### src/rtl/iob_ethmac_mem_arbiter.sv
// Round-robin arbiter sharing one IOb memory port between the MAC DMA (port 0) and CPU (port 1).
// One transaction in flight; a watchdog force-completes hung accesses with zero data.
module iob_ethmac_mem_arbiter #(
    parameter int MEM_ADDR_W = 32,
    parameter int DATA_W     = 32,
    parameter int TIMEOUT    = 1024
) (
    input  logic                  clk_i,
    input  logic                  rst_i,
    input  logic                  s0_valid,
    input  logic [MEM_ADDR_W-1:0] s0_addr,
    input  logic [DATA_W-1:0]     s0_wdata,
    input  logic [DATA_W/8-1:0]   s0_wstrb,
    output logic [DATA_W-1:0]     s0_rdata,
    output logic                  s0_ready,
    input  logic                  s1_valid,
    input  logic [MEM_ADDR_W-1:0] s1_addr,
    input  logic [DATA_W-1:0]     s1_wdata,
    input  logic [DATA_W/8-1:0]   s1_wstrb,
    output logic [DATA_W-1:0]     s1_rdata,
    output logic                  s1_ready,
    output logic                  mem_valid,
    output logic [MEM_ADDR_W-1:0] mem_addr,
    output logic [DATA_W-1:0]     mem_wdata,
    output logic [DATA_W/8-1:0]   mem_wstrb,
    input  logic [DATA_W-1:0]     mem_rdata,
    input  logic                  mem_ready,
    output logic                  grant_o,
    output logic                  busy_o,
    output logic                  timeout_o
);

    // state  | meaning
    // S_IDLE | no transaction in flight, arbitrating
    // S_WAIT | mem_* driven, waiting for mem_ready or watchdog expiry

    localparam int CNT_W = (TIMEOUT > 0) ? $clog2(TIMEOUT + 1) : 1;
    localparam logic [CNT_W-1:0] CNT_TC = (TIMEOUT > 0) ? CNT_W'(TIMEOUT - 1) : '0;

    typedef enum logic {S_IDLE, S_WAIT} state_t;

    state_t           state;
    logic             last_grant;
    logic [CNT_W-1:0] cnt;
    logic             pick;
    logic             forced;
    logic             done;

    // On a tie the port that did not win last time goes next.
    always_comb begin
        pick = (s0_valid && s1_valid) ? ~last_grant : s1_valid;
    end

    always_comb begin
        forced    = (TIMEOUT != 0) && busy_o && !mem_ready && (cnt == CNT_TC);
        done      = busy_o && (mem_ready || forced);
        timeout_o = forced;
        s0_ready  = done && !grant_o;
        s1_ready  = done && grant_o;
        s0_rdata  = (busy_o && !grant_o && mem_ready) ? mem_rdata : '0;
        s1_rdata  = (busy_o && grant_o && mem_ready) ? mem_rdata : '0;
    end

    always_ff @(posedge clk_i) begin
        if (rst_i) begin
            state      <= S_IDLE;
            mem_valid  <= 1'b0;
            mem_addr   <= '0;
            mem_wdata  <= '0;
            mem_wstrb  <= '0;
            grant_o    <= 1'b0;
            busy_o     <= 1'b0;
            last_grant <= 1'b1;
            cnt        <= '0;
        end else begin
            case (state)
                S_IDLE: begin
                    if (s0_valid || s1_valid) begin
                        state      <= S_WAIT;
                        mem_valid  <= 1'b1;
                        busy_o     <= 1'b1;
                        grant_o    <= pick;
                        last_grant <= pick;
                        cnt        <= '0;
                        mem_addr   <= pick ? s1_addr  : s0_addr;
                        mem_wdata  <= pick ? s1_wdata : s0_wdata;
                        mem_wstrb  <= pick ? s1_wstrb : s0_wstrb;
                    end
                end
                S_WAIT: begin
                    if (mem_ready || forced) begin
                        state     <= S_IDLE;
                        mem_valid <= 1'b0;
                        busy_o    <= 1'b0;
                    end else if (cnt != '1) begin
                        // saturate rather than wrap when the watchdog is disabled
                        cnt <= cnt + CNT_W'(1);
                    end
                end
            endcase
        end
    end

endmodule
### config.mk
export PLATFORM = sky130hd
export DESIGN_NAME = iob_ethmac_mem_arbiter
export DESIGN_NICKNAME = d
export VERILOG_FILES = /design/src/rtl/iob_ethmac_mem_arbiter.sv
export SDC_FILE = /design/constraint.sdc
export NUM_CORES = 1
export LEC_CHECK = 0
export ABC_CLOCK_PERIOD_IN_PS = 3800
export BUFFER_PORTS_ARGS = -buffer_cell sky130_fd_sc_hd__buf_2
export CELL_PAD_IN_SITES_DETAIL_PLACEMENT = 1
export CELL_PAD_IN_SITES_GLOBAL_PLACEMENT = 1
export CORE_MARGIN = 8
export CORE_UTILIZATION = 31
export CTS_BUF_LIST = sky130_fd_sc_hd__clkbuf_4 sky130_fd_sc_hd__clkbuf_8
export DETAILED_ROUTE_END_ITERATION = 8
export PLACE_DENSITY_LB_ADDON = 0.15
export SYNTH_ARGS = -nofsm -noshare
export SYNTH_HDL_FRONTEND = slang
export SYNTH_SLANG_ARGS = --single-unit
### constraint.sdc
create_clock -name clk_i -period 3.8 [get_ports clk_i]
set_input_delay 0.76 -clock clk_i [delete_from_list [all_inputs] [get_ports clk_i]]
set_output_delay 0.76 -clock clk_i [all_outputs]
set_load 0.01 [all_outputs]
==> flow_metrics.tcl <==
set metrics [dict create \
    outcome "finished, final reports clean" \
    r2r-start "state" \
    fin_skew_ns 0.0103 \
    power.density_nw_per_um2 361 \
    critPathSlowestCell "and3_1" \
    syn-mean-instance-area_um2 8.92 \
    worst_setup_path_start_kind "flop" \
    cts_buffers 9 \
    rsz0062_at_grt "no" \
    worst_setup_path_end_kind "primary output" \
    cts_resized 0 \
    start_util_pct 31.7 \
    final_net_count 933 \
    gp_routability_congestion 0.863 \
    seq_power_share_pct 45.6 \
    drv_slew 0 \
    critical_path_arrival_ns 1.98 \
    root_buffer "clkbuf_8" \
    slew_headroom_pct 41.6 \
    die_area_um2 17600 \
    clkTransAtPathRegs_ns 0.08 \
    p_clk_share_pct 29.4 \
    area_growth_pct 42.9 \
    max_stage_delay_ns 0.77 \
    power_frac_comb_pct 25.0 \
    syn_nets 647 \
    grt_pass1_vias 4890 \
    ys_ff_latch 83 \
    finalCritPeriodShare_pct 72.2 \
    antenna_found_initial 0 \
    synth_top_area_share_pct 39.4 \
    hold_buffers 0 \
    critical_path.top_delay_family "simple AND/OR/NAND/NOR gates" \
    reg2reg_depth 4 \
    clk_latency_ns 0.36 \
    p_int_mw 1.52 \
    firstDrtPassIters 4 \
    wl_um 17400 \
    met3WireLength_um 1400 \
    initialDrtViolationCount 84 \
    numClockSinks 83 \
    wire_per_inst_um 18.6 \
    drc 0 \
    cts_tree "done" \
    ys_seq_area_share_pct 39.4 \
    p_sw_mw 0.659 \
    grt_max_degree 74 \
    critPathMaxFanout 32 \
    portBuffers 310 \
    worstReg2RegEnd "cnt[9]" \
    row_count 42 \
    period_needed_ns 2.74 \
    final_layout_size_suffix_gt1_share_pct 44.2 \
    hold_class "reg -> reg" \
    netlist_instances 473 \
    switching_share_pct 30.2 \
    dr_total_vias 4523 \
    holdPathEnd "cnt[10]" \
    cts_setup_buffers 0 \
    ys.flop_type "dfxtp_1" \
    grt.total_usage_pct 19.0 \
    hp-start "cnt[10]" \
    cp_cell_sequence "and3_1 -> and2_1 -> buf_2" \
    leakage_nw 3.08 \
    wirelength_met1_um 6710 \
    cap_viol_max_count 0 \
    wl_met2_um 9020 \
    async_flop_share_pct 0 \
    final-hold-violation-count 0 \
    die_y_um 133 \
    ant_nets 0 \
    cts_buffer_depth 2 \
    overflow 0 \
    htreeDepth 3 \
    place_hpwl_um 14500 \
    synth.largest_area_cell "dfxtp_1" \
    worst_pin_slew_ns 0.876 \
    synth_area_um2 4220 \
    synth_area_leaders "dfxtp_1 39%, mux2i_1 16%, a211oi_1 12%" \
    antenna_cells 0 \
    avgViaCountPerCell 4.82 \
    required_ns 3.04 \
    irDropWorstVdd_mv 0.198 \
    max_clock_freq_mhz 365 \
    grt_pass1_wl_um 26900 \
    crit_buf_inv 1 \
    synth_edf_count 0 \
    pin_count 311 \
    fin_tns_setup_ns 0 \
    synth_warnings 0 \
    path_class "reg -> out" \
    core_um2 13300 \
    rrSetupSlack_ns 1.90 \
    yosysUniqueCellTypes 36 \
    die_w_um 133 \
    routed.top_layer "met4" \
    hold_depth 2 \
    utilization_pct 45.4 \
    setup_violations 0 \
]
[cell usage after synthesis (2+ instances only)]
library cell / instances
mux2i_1: 68
and4b_1: 2
a211oi_1: 68
inv_1: 4
or3_1: 5
and3_1: 3
buf_4: 8
dfxtp_1: 83
o21ai_0: 6
nand4_1: 2
a31oi_1: 3
buf_2: 10
buf_1: 3
or4_1: 3
nand2_1: 10
o211a_1: 2
nand3_1: 12
a21oi_1: 5
and4_1: 2
and2_1: 65
clkbuf_1: 19
nor2_1: 73
a22oi_1: 4
[power by group through the flow]
stage | clock (mW) | combinational (mW) | sequential [mW]
4_1_cts | 0.664 | 0.557 | 0.996
6_report | 0.640 | 0.545 | 0.995
3_3_place_gp | 0 | 0.543 | 1.01
2_1_floorplan | 0 | 0.265 | 1.05
5_1_grt | 0.698 | 0.601 | 1.01
3_5_place_dp | 0 | 0.556 | 1.02
[per-layer routing]
metal	GRT usage, %	vias up
met3	6.62	18
met5	0	-
met1	19.7	2063
met4	6.75	0
met2	34.7	192
li1	-	2250
[worst max path at each step]
stage                     slack, ns  startpoint  depth (start not counted)      endpoint
after detailed placement       1.06   mem_ready                          4  s1_rdata[25]
final                          1.06      busy_o                          3  s1_rdata[20]
after global routing           0.88      busy_o                          3  s1_rdata[20]
after floorplan                1.66   mem_ready                          4  s0_rdata[10]
after global placement         1.19   mem_ready                          4  s1_rdata[25]
after CTS                      1.02      busy_o                          3  s1_rdata[19]
[tightest hold or removal path, cell delays in order, from the launching register on]
cell and delay, ns:
dfxtp_1 0.34, nand2_1 0.06, a21oi_1 0.05
[state kept, by name, summed over array words and instances (netlist names)]
signal	count
busy_o	1
cnt	11
mem_wdata	32
mem_wstrb	4
last_grant	1
grant_o	1
mem_addr	32
state	1
[area by class of cell]
type / count / area (um^2)
multi-input combinational: 344 / 2340
clock buffer: 12 / 153
clock inverter: 2 / 37.5
inverter: 4 / 15.0
sequential: 83 / 1660
fill: 1677 / 7270
tap: 176 / 220
timing repair buffer: 317 / 1600
[per-stage QoR]
stage          instance area, um^2  hold WS (ns)  total power [mW]  setup WS [ns]  cells
3_3_place_gp                  5840         0.458              1.55           1.19    924
3_5_place_dp                  5840         0.478              1.57           1.06    924
2_1_floorplan                 4220         0.441              1.31           1.66    473
4_1_cts                       6030         0.491              2.22           1.02    938
5_1_grt                       6030         0.517              2.31          0.877    938
6_report                      6030         0.495              2.18           1.06    938
[logic make-up (layout without fill, tap and decap cells)]
logic type | count (synthesis) | after routing | share of synthesized area [%]
mux | 68 | 68 | 16.1
flops | 83 | 83 | 39.4
simple gates | 180 | 180 | 21.8
compound gates | 95 | 95 | 16.8
buf+inv | 46 | 335 | 5.66
fa+ha+maj | 1 | 1 | 0.296
[cells in the final DEF (no fill, tap or decap), drive strengths merged]
master and count:
o32ai 1, or2 1, mux2i 68, and3 3, a22oi 4, and4 2
or4 3, buf 317, a31oi 3, nor2b 1, nand4 2, a311oi 1
a2bb2oi 1, clkbuf 12, a211oi 68, nand3 12, nand2 10, dfxtp 83
clkinvlp 1, bufinv 1, and2 65, ha 1, o211a 2, a21boi 1
o21ba 1, a21oi 5, nand2b 1, a31o 1, or3 5, and4b 2
o21ai 7, inv 4, nor2 73
Power figures use the tool's default switching activity.
